[src/rtl/intersection_pkg.sv]
// intersection_pkg: shared state encoding, light patterns and requester indices
package intersection_pkg;
  typedef enum logic [2:0] {
    G_NS   = 3'd0,
    Y_NS   = 3'd1,
    R_NS   = 3'd2,
    G_EW   = 3'd3,
    Y_EW   = 3'd4,
    R_EW   = 3'd5,
    WALK   = 3'd6,
    R_WALK = 3'd7
  } state_e;
  localparam logic [5:0] L_G_NS    = 6'b100_001;
  localparam logic [5:0] L_Y_NS    = 6'b010_001;
  localparam logic [5:0] L_G_EW    = 6'b001_100;
  localparam logic [5:0] L_Y_EW    = 6'b001_010;
  localparam logic [5:0] L_ALL_RED = 6'b001_001;
  localparam int NS  = 0;
  localparam int EW  = 1;
  localparam int PED = 2;
endpackage

[src/rtl/intersection_scheduler_phase_timer.sv]
// phase_timer: saturating phase counter with synchronous clear
module phase_timer #(
  parameter int CNT_W = 4
) (
  input  logic             clk,
  input  logic             rst_n,
  input  logic             clr_i,
  output logic [CNT_W-1:0] cnt_o
);
  logic [CNT_W-1:0] cnt_q, cnt_d;
  // clear on phase change, otherwise count up and hold at all-ones
  always_comb cnt_d = clr_i ? '0 : (&cnt_q ? cnt_q : cnt_q + 1'b1);
  // counter register
  always_ff @(posedge clk or negedge rst_n)
    if (!rst_n) cnt_q <= '0;
    else cnt_q <= cnt_d;
  assign cnt_o = cnt_q;
endmodule

[src/rtl/intersection_scheduler.sv]
// intersection_scheduler: round-robin timed phase sequencer for NS, EW and pedestrian
module intersection_scheduler
  import intersection_pkg::*;
#(
  parameter int CNT_W       = 4,
  parameter int T_MIN_GREEN = 4,
  parameter int T_MAX_GREEN = 10,
  parameter int T_YELLOW    = 2,
  parameter int T_ALL_RED   = 1,
  parameter int T_WALK      = 6
) (
  input  logic       clk,
  input  logic       rst_n,
  input  logic       car_ns_i,
  input  logic       car_ew_i,
  input  logic       ped_req_i,
  output logic [5:0] lights_o,
  output logic       walk_o,
  output logic [2:0] phase_o
);
  localparam logic [CNT_W-1:0] MIN_END = CNT_W'(T_MIN_GREEN - 1);
  localparam logic [CNT_W-1:0] MAX_END = CNT_W'(T_MAX_GREEN - 1);
  localparam logic [CNT_W-1:0] YEL_END = CNT_W'(T_YELLOW - 1);
  localparam logic [CNT_W-1:0] AR_END  = CNT_W'(T_ALL_RED - 1);
  localparam logic [CNT_W-1:0] WLK_END = CNT_W'(T_WALK - 1);
  state_e           state_q, state_d;
  logic [2:0]       pend_q, pend_d, req, pend_any, in_svc, enter;
  logic [CNT_W-1:0] timer;
  assign req      = {ped_req_i, car_ew_i, car_ns_i};
  assign pend_any = pend_q | req;
  phase_timer #(.CNT_W(CNT_W)) u_timer (
    .clk   (clk),
    .rst_n (rst_n),
    .clr_i (state_d != state_q),
    .cnt_o (timer)
  );
  // next phase: green yields on competing demand within min/max bounds, reds pick the next requester round-robin
  always_comb begin
    state_d = state_q;
    case (state_q)
      G_NS:   if ((pend_any[EW] | pend_any[PED]) && timer >= MIN_END && (!car_ns_i || timer >= MAX_END)) state_d = Y_NS;
      Y_NS:   if (timer >= YEL_END) state_d = R_NS;
      R_NS:   if (timer >= AR_END) state_d = pend_any[EW] ? G_EW : pend_any[PED] ? WALK : G_NS;
      G_EW:   if ((pend_any[NS] | pend_any[PED]) && timer >= MIN_END && (!car_ew_i || timer >= MAX_END)) state_d = Y_EW;
      Y_EW:   if (timer >= YEL_END) state_d = R_EW;
      R_EW:   if (timer >= AR_END) state_d = pend_any[PED] ? WALK : pend_any[NS] ? G_NS : pend_any[EW] ? G_EW : G_NS;
      WALK:   if (timer >= WLK_END) state_d = R_WALK;
      R_WALK: if (timer >= AR_END) state_d = pend_any[NS] ? G_NS : pend_any[EW] ? G_EW : pend_any[PED] ? WALK : G_NS;
      default: state_d = G_NS;
    endcase
  end
  // requests latch outside their own service phase; entering service clears and beats a same-cycle set
  always_comb begin
    in_svc = {state_q == WALK, state_q == G_EW, state_q == G_NS};
    enter  = {state_d == WALK, state_d == G_EW, state_d == G_NS} & ~in_svc;
    pend_d = (pend_q | (req & ~in_svc)) & ~enter;
  end
  // phase and pending-request registers
  always_ff @(posedge clk or negedge rst_n)
    if (!rst_n) begin
      state_q <= G_NS;
      pend_q  <= '0;
    end else begin
      state_q <= state_d;
      pend_q  <= pend_d;
    end
  // lamp decode straight from the phase register
  always_comb begin
    lights_o = state_q == G_NS ? L_G_NS : state_q == Y_NS ? L_Y_NS : state_q == G_EW ? L_G_EW : state_q == Y_EW ? L_Y_EW : L_ALL_RED;
    walk_o   = state_q == WALK;
    phase_o  = state_q;
  end
endmodule

[config.mk]
export PLATFORM = sky130hd
export DESIGN_NAME = intersection_scheduler
export DESIGN_NICKNAME = d
export VERILOG_FILES = /design/src/rtl/intersection_pkg.sv /design/src/rtl/intersection_scheduler_phase_timer.sv /design/src/rtl/intersection_scheduler.sv
export SDC_FILE = /design/constraint.sdc
export NUM_CORES = 1
export LEC_CHECK = 0
export BUFFER_PORTS_ARGS = -buffer_cell sky130_fd_sc_hd__buf_2
export CAP_MARGIN = 40
export CORE_MARGIN = 5
export CORE_UTILIZATION = 40
export DETAILED_ROUTE_END_ITERATION = 10
export RECOVER_POWER = 25
export SETUP_SLACK_MARGIN = 0.1
export SYNTH_ARGS = -nofsm -noshare
export SYNTH_HDL_FRONTEND = slang
export SYNTH_HIERARCHICAL = 1
export SYNTH_SLANG_ARGS = --single-unit
[constraint.sdc]
create_clock -name clk -period 5.5 [get_ports clk]
set_input_delay 1.1 -clock clk [delete_from_list [all_inputs] [get_ports clk]]
set_output_delay 1.1 -clock clk [all_outputs]
set_load 0.02 [all_outputs]
==> results of run 1 <==
[worst paths after layout]
| check | startpoint | slack [ps] | cells past startpoint | end |
|---|---|---|---|---|
| hold reg to reg | pend_q[1]$_DFF_PN0_ | 560 | 2 | pend_q[1]$_DFF_PN0_ |
| setup / recovery | car_ew_i | 2560 | 9 | u_timer/cnt_o[1]$_DFFE_PN0P_ |
| setup reg to reg | u_timer/cnt_o[2]$_DFFE_PN0P_ | 2910 | 7 | u_timer/cnt_o[1]$_DFFE_PN0P_ |
| hold / removal | pend_q[1]$_DFF_PN0_ | 560 | 2 | pend_q[1]$_DFF_PN0_ |
| max in group asynchronous | rst_n | 4340 | 1 | u_timer/cnt_o[1]$_DFFE_PN0P_ |
| min in group asynchronous | rst_n | 800 | 1 | pend_q[2]$_DFF_PN0_ |
[through the flow]
step	hold WS, ps	area [µm²]	worst slack, ps	total power [W]	instances
2_1_floorplan	502.0	802.0	2620	0.0003801	97
3_3_place_gp	558.7	885.9	2387	0.0004557	135
3_5_place_dp	546.0	885.9	2280	0.0004569	135
4_1_cts	559.9	908.4	2557	0.0005072	138
5_1_grt	603.8	907.1	2446	0.0005467	138
6_report	562.5	907.1	2560	0.0005022	138
[per-layer routing]
| layer | up-vias | part of all wire | wire length (µm) | track usage |
|---|---|---|---|---|
| li1 | 392 | - | - | - |
| met1 | 374 | 0.47 | 878 | 0.1894 |
| met2 | 16 | 0.47 | 869 | 0.2126 |
| met4 | 0 | 0.0092 | 17 | 0.08714 |
| met5 | - | 0 | 0 | 0 |
| met3 | 2 | 0.049 | 91 | 0.02452 |
[worst max-delay path: stages]
cell and delay (ps):
sky130_fd_sc_hd__buf_2 130, sky130_fd_sc_hd__nor2b_1 130, sky130_fd_sc_hd__or4_4 530, sky130_fd_sc_hd__and2_4 170, sky130_fd_sc_hd__nor4_4 270, sky130_fd_sc_hd__mux2i_1 230
sky130_fd_sc_hd__o311ai_1 230, sky130_fd_sc_hd__nand2b_1 210, sky130_fd_sc_hd__mux2i_1 120
[layout by cell type (no fill, tap or decap), types with 2 or more instances in the layout]
cell type                  Yosys  routed
sky130_fd_sc_hd__nor2_1       13      13
sky130_fd_sc_hd__nor2b_1       3       3
sky130_fd_sc_hd__nand2_1       5       5
sky130_fd_sc_hd__dfrtp_1      10      10
sky130_fd_sc_hd__a211oi_1      2       2
sky130_fd_sc_hd__a21oi_1       8       8
sky130_fd_sc_hd__inv_1         7       7
sky130_fd_sc_hd__clkbuf_4      0       3
sky130_fd_sc_hd__buf_2         1      13
sky130_fd_sc_hd__nand2b_1      5       5
sky130_fd_sc_hd__nor4_1        4       4
sky130_fd_sc_hd__o21ai_0       5       5
sky130_fd_sc_hd__mux2i_1       3       3
sky130_fd_sc_hd__nor4b_1       2       2
[layout make-up]
type | count | area [µm²] | area share
Clock buffer | 3 | 22.52 | 0.02483
Sequential cell | 10 | 250.2 | 0.2759
Tap cell | 27 | 33.78 | 0.03724
Inverter | 7 | 26.28 | 0.02897
Multi-Input combinational cell | 77 | 505.5 | 0.5572
Timing Repair Buffer | 14 | 68.82 | 0.07586
[sequential cells by signal, summed over array words and instances, names as in the netlist]
signal,count
phase_o,3
u_timer/cnt_o,4
pend_q,3
[logic make-up after synthesis]
logic type	synth area share
muxes	0.03744
DFF	0.3120
and+or+nand+nor	0.3230
adders and majority gates	0.01560
AOI/OAI and AO/OA	0.2543
buffers and inverters	0.05772
[power breakdown]
group / internal (W) / total, W / switching [W]
registers: 0.0000991 / 0.000154 / 0.0000551
clock network: 0.0000251 / 0.0000473 / 0.0000221
logic: 0.000123 / 0.000301 / 0.000177
==> parameters.txt, run 1 <==
Parameter                              Value

Outcome
  Status    finished clean

Timing
  Min cycle time layout    roughly 3000 ps
  Unrepaired setup endpoints after global routing    false
  Final clock skew    a little over 0.6 ps
  Max Clock Freq    around 340 MHz
  Max_slew headroom    0.5437
  Final hold viol count    0
  Final Cycle Share    0.5346
  Setup violators final    0
  Setup TNS    0 ps
  Actual transition at the worst max-transition pin    between 600 and 700 ps
  Fin. max-slew vios    0

Layout
  Antenna diode instance count    0
  Filler cell count    210
  Layout overhead on the synthesized area    13.10%
  Layout net count    roughly 120
  Fraction of layout cells with a size suffix above 1    0.2072
  End-of-flow core utilization    0.4671

Detailed routing
  Average wire length per cell after detail routing    13.45 µm
  Vias per cell    roughly 5.7
  Vias after detailed routing    roughly 780
  Detailed-route wire length    between 1500 and 2000 µm
  First-iteration detailed-routing DRC count    28
  Final ANT Viol Nets    0
  First-pass iteration count of the detailed router    4
  Drt drc    0

Die
  DIE WIDTH    approximately 55 µm
  CORE AREA    1942 µm²
  Top-Level Pins    15
  Die height    between 50 and 60 µm
  Die footprint    roughly 3000 µm²
  Starting density of the core    0.4130
  Number of core rows    16

Pwr
  Leakage component of the power    a little over 0.4 nW
  P per Cell Area    around 550 nW/µm²
  Maximum resistive drop on vdd    ~240 µV

Logic synthesis
  Average cell area after synthesis    8.268 µm²
  Flip-flop and latch count after synthesis    10
  Leading cell type by number of instances after synthesis    sky130_fd_sc_hd__nor2_1
  Net Count, Synth    103
  Post-synth top flop    sky130_fd_sc_hd__dfrtp_1
  Number of enable-type register cells in the synthesized netlist    0
  Number of distinct library cells after synthesis    42
  Sequential cell area fraction in the yosys report    0.3120
  Synthesized instance count    slightly below 100
  Warnings, synthesis    6
  Synth top cells by count    sky130_fd_sc_hd__nor2_1, sky130_fd_sc_hd__dfrtp_1, sky130_fd_sc_hd__a21oi_1, sky130_fd_sc_hd__inv_1
  Mapped Area    between 800 and 900 µm²
  Dominant cell type by area after synthesis    sky130_fd_sc_hd__dfrtp_1
  Yosys top cell area share    0.3120
  Largest cells by area after synthesis    sky130_fd_sc_hd__dfrtp_1, sky130_fd_sc_hd__nor2_1, sky130_fd_sc_hd__a21oi_1, sky130_fd_sc_hd__nand2b_1, sky130_fd_sc_hd__mux2i_1
  Share of synthesized registers carrying an async set or reset    1.000

Placement
  Hpwl dp    around 1400 µm
  Number of I/O port buffers    14
  Placer Congestion    0.8354

Job
  Max-Cap Viols    0

GRT
  All-layer global routing usage    0.1427
  Number of global-route vias before repair    between 600 and 700
  Wire length of the first global-routing pass    around 3000 µm
  Total congestion overflow    0
  Maximum number of pins on one net before global-route repair    17
  Number of antenna violations at the first check in global routing    0

CTS
  # H-tree levels    1
  Count of clock tree sinks    10
  Inserted Clock Buffers    3
  TritonCTS clock tree    built
  Clock Path Buffers    2
  Clock input transition at the sequential cells of the worst setup and hold paths    ~60 ps
  Count of buffers added by post-CTS timing repair for setup    0
  Cts repair resizes    0
  Skew-Pair Late Insertion Delay    between 200 and 300 ps
  Clock Tree Root    sky130_fd_sc_hd__clkbuf_4
  Hold buffer count at cts    0

Setup path
  Setup crit start kind    primary input
  Crit Path Category    in -> reg
  CP required    between 5000 and 6000 ps
  Kind of end point of the critical path    flop
  Arrival time of data at the critical path endpoint    3120 ps
  Largest fanout of any net on the critical path    6

Min path
  HP Class    reg -> reg
Power figures use the tool's default switching activity.
==> run 2: changes to the inputs <==
--- a/config.mk
+++ b/config.mk
@@ -5,6 +5,7 @@
 export SDC_FILE = /design/constraint.sdc
 export NUM_CORES = 1
 export LEC_CHECK = 0
+export ABC_AREA = 1
 export BUFFER_PORTS_ARGS = -buffer_cell sky130_fd_sc_hd__buf_2
 export CAP_MARGIN = 40
 export CORE_MARGIN = 5
==> constraint.sdc (replaced) <==
create_clock -name clk -period 2.4 [get_ports clk]
set_input_delay 0.48 -clock clk [delete_from_list [all_inputs] [get_ports clk]]
set_output_delay 0.48 -clock clk [all_outputs]
set_load 0.02 [all_outputs]
==> run 2 against run 1 <==
  * Clock power grew to 3.2 times the previous value
  * Worst setup slack lost 2200 ps
  * Die area grew 12%
  * Register-to-register slack lost 2500 ps
  * Global-route usage grew 0.85 points
  * First-iteration DRC count grew 36%
  * Sequential share of layout area shrank 3.4 points
  * Power grew to 2.8 times the previous value
  * Wire length grew 21%
  * Critical path depth grew 4
  * Synthesized cell count grew 52%
==> parameters.txt, run 2 <==
Parameter                              Value

Layout
  Final non-filler cell area    between 1000 and 1500 µm²
  Post-route insts no fill    191
  Fraction of layout cells with a size suffix above 1    0.2393
  Layout net count    170
  Most common library cell in the layout ignoring fill and taps    sky130_fd_sc_hd__nand2_1
  Antenna diode instance count    0
  Largest register FFs    4
  Area used by sequential logic in the layout    approximately 250 µm²
  Area taken by multi-input logic gates    549.3 µm²
  Layout overhead on the synthesized area    12.84%
  Filler cell count    between 200 and 250
  Highest-count cells in the layout ignoring fill and taps    sky130_fd_sc_hd__nand2_1, sky130_fd_sc_hd__inv_1, sky130_fd_sc_hd__nor2_1

GRT
  Met3 Resource Use GR    0.05122
  All-layer global routing usage    0.1512
  GR Util met2    0.2758
  Met1 routing resource usage after global routing    0.1739
  Total congestion overflow    0
  Wire length of the first global-routing pass    4008 µm
  Maximum number of pins on one net before global-route repair    11
  Global route hottest layer    met2
  Number of antenna violations at the first check in global routing    0
  Number of global-route vias before repair    approximately 900

Timing
  Final clock skew    roughly 2.7 ps
  Final hold viol count    0
  Min Hold Slack    between 150 and 200 ps
  Fin. max-slew vios    0
  Max Clock Freq    500.4 MHz
  Max_slew headroom    0.6543
  Unrepaired setup endpoints after global routing    false
  Final Cycle Share    0.8327
  Setup violators final    0
  Actual transition at the worst max-transition pin    about 520 ps
  Setup TNS    0 ps
  Min cycle time layout    1998 ps
  Worst setup margin    roughly 400 ps

CTS
  Inserted Clock Buffers    3
  Hold buffer count at cts    0
  Skew-Pair Late Insertion Delay    ~260 ps
  TritonCTS clock tree    built
  Clock input transition at the sequential cells of the worst setup and hold paths    ~70 ps
  # H-tree levels    1
  Clock Path Buffers    2
  Cts repair resizes    0
  Count of buffers added by post-CTS timing repair for setup    0
  Count of clock tree sinks    10
  Clock Tree Root    sky130_fd_sc_hd__clkbuf_4

Logic synthesis
  Sequential cell area fraction in the yosys report    0.2732
  Number of enable-type register cells in the synthesized netlist    0
  Synth top cells by count    sky130_fd_sc_hd__nand2_1, sky130_fd_sc_hd__inv_1, sky130_fd_sc_hd__nor2_1, sky130_fd_sc_hd__dfrtp_1, sky130_fd_sc_hd__nand3_1
  Net Count, Synth    between 150 and 200
  Largest cells by area after synthesis    sky130_fd_sc_hd__dfrtp_1, sky130_fd_sc_hd__nand2_1, sky130_fd_sc_hd__inv_1, sky130_fd_sc_hd__nor2_1, sky130_fd_sc_hd__nor2_2
  Warnings, synthesis    6
  Dominant cell type by area after synthesis    sky130_fd_sc_hd__dfrtp_1
  Mapped Area    ~900 µm²
  Share of synthesized registers carrying an async set or reset    1.000
  Yosys top cell area share    0.2732
  Post-synth top flop    sky130_fd_sc_hd__dfrtp_1
  Leading cell type by number of instances after synthesis    sky130_fd_sc_hd__nand2_1
  Number of distinct library cells after synthesis    23
  Synthesized instance count    ~150
  Flip-flop and latch count after synthesis    10
  Average cell area after synthesis    6.230 µm²

Die
  Top-Level Pins    15
  Die height    about 58 µm
  DIE WIDTH    between 50 and 60 µm
  Number of core rows    17
  CORE AREA    around 2200 µm²
  Die footprint    between 3000 and 4000 µm²
  Starting density of the core    0.4180

Placement
  Hpwl dp    about 1800 µm
  Area after DPL    998.5 µm²
  Post-Place Setup Slack    between 400 and 500 ps
  Number of I/O port buffers    14
  Placed cell count    roughly 190
  Placer Congestion    0.8835

Setup path
  Library cell contributing the largest single delay on the critical path    sky130_fd_sc_hd__dfrtp_1
  Largest stage delay on the critical path    just over 600 ps
  Critical path buffers and inverters    2
  CP required    around 2600 ps
  Kind of end point of the critical path    flop
  Crit Path Category    reg -> reg
  Setup crit start kind    flop
  Largest fanout of any net on the critical path    10
  Most common cell type on the critical path    sky130_fd_sc_hd__nand2_1
  Arrival time of data at the critical path endpoint    about 2200 ps
  Family with the most delay on the worst path    simple AND/OR/NAND/NOR gates
  Critical path, cell by cell    inv_1 > nand3_1 > o21ai_1 > nand2_1 > nand3_1 > nor2_2 > nand2_1 > nand2_1 > nor2_1 > nand2_1 > inv_1 > nand3b_1 > nand2_1
  Minimum setup slack among reg-to-reg paths    about 400 ps

Pwr
  Fraction of power consumed by the clock network    0.106
  Internal cell power    around 0.00063 W
  Portion of total power attributed to sequential cells    0.249
  Switching fraction of total power    0.5528
  Portion of total power attributed to combinational logic    0.646
  Leakage component of the power    between 0.5 and 0.6 nW
  P per Cell Area    about 1400 nW/µm²
  Maximum resistive drop on vdd    755.8 µV
  Sw Pwr    0.0007819 W

Detailed routing
  Final ANT Viol Nets    0
  Average wire length per cell after detail routing    between 10 and 15 µm
  First-pass iteration count of the detailed router    4
  Drt drc    0
  Vias per cell    about 5
  First-iteration detailed-routing DRC count    38
  Vias after detailed routing    around 950
  Detailed-route wire length    between 2000 and 2500 µm

Job
  Max-Cap Viols    0

Outcome
  Status    finished clean

Min path
  HP Class    in -> async
## run 2: changes by cell type after synthesis, moves of 4 or more
cell                       delta
sky130_fd_sc_hd__nand2_1     +45
sky130_fd_sc_hd__nor2_1       +6
sky130_fd_sc_hd__nor2_2       +8
sky130_fd_sc_hd__inv_2        +4
sky130_fd_sc_hd__nor4_1       -4
sky130_fd_sc_hd__a21oi_1      -4
sky130_fd_sc_hd__inv_1       +13
sky130_fd_sc_hd__nand2b_1     -5
sky130_fd_sc_hd__nand3_1      +8
## run 2: cell families after synthesis
| family | synth area share |
|---|---|
| flops | 0.2732 |
| fa+ha+maj | 0.01366 |
| buf+inv | 0.1270 |
| simple gates | 0.5123 |
| compound gates | 0.07378 |
## run 2: path summary, 6_finish.rpt
| check | start | to | cells after the start |
|---|---|---|---|
| min in group clk | ped_req_i | pend_q[2]$_DFF_PN0_ | 3 |
| worst min-delay path | rst_n | phase_o[1]$_DFF_PN0_ | 1 |
| worst max-delay path | phase_o[2]$_DFF_PN0_ | u_timer/cnt_o[0]$_DFFE_PN0P_ | 13 |
| worst max register to register | phase_o[2]$_DFF_PN0_ | u_timer/cnt_o[0]$_DFFE_PN0P_ | 13 |
| worst min register to register | pend_q[0]$_DFF_PN0_ | pend_q[0]$_DFF_PN0_ | 2 |
| max in group asynchronous | rst_n | u_timer/cnt_o[2]$_DFFE_PN0P_ | 1 |
## run 2: power by group through the flow
stage	combinational (W)	sequential [W]	clock (W)
global placement	0.000918	0.000349	0
CTS	0.000924	0.000350	0.000153
finish	0.000913	0.000352	0.000150
detailed placement	0.000918	0.000353	0
floorplan	0.000743	0.000318	0
global route	0.00103	0.000361	0.000165
## run 2: per-stage QoR
stage	util	power, W
CTS	0.4723	0.001428
global route	0.4717	0.001555
finish	0.4717	0.001414
global placement	0.4557	0.001267
floorplan	-	0.001061
detailed placement	0.4557	0.001271
## run 2: layout make-up
cell class              instances  area share
clock buffers                   4     0.03511
flip-flops and latches         10      0.2421
repair buffers                 14     0.06659
multi-input cells             110      0.5315
well taps                      28     0.03390
inverters                      25     0.09080
## run 2: per-layer routing
layer	vias up	share of wire
met3	2	0.050
met2	18	0.53
met5	-	0
met1	439	0.41
li1	486	-
met4	0	0.0044
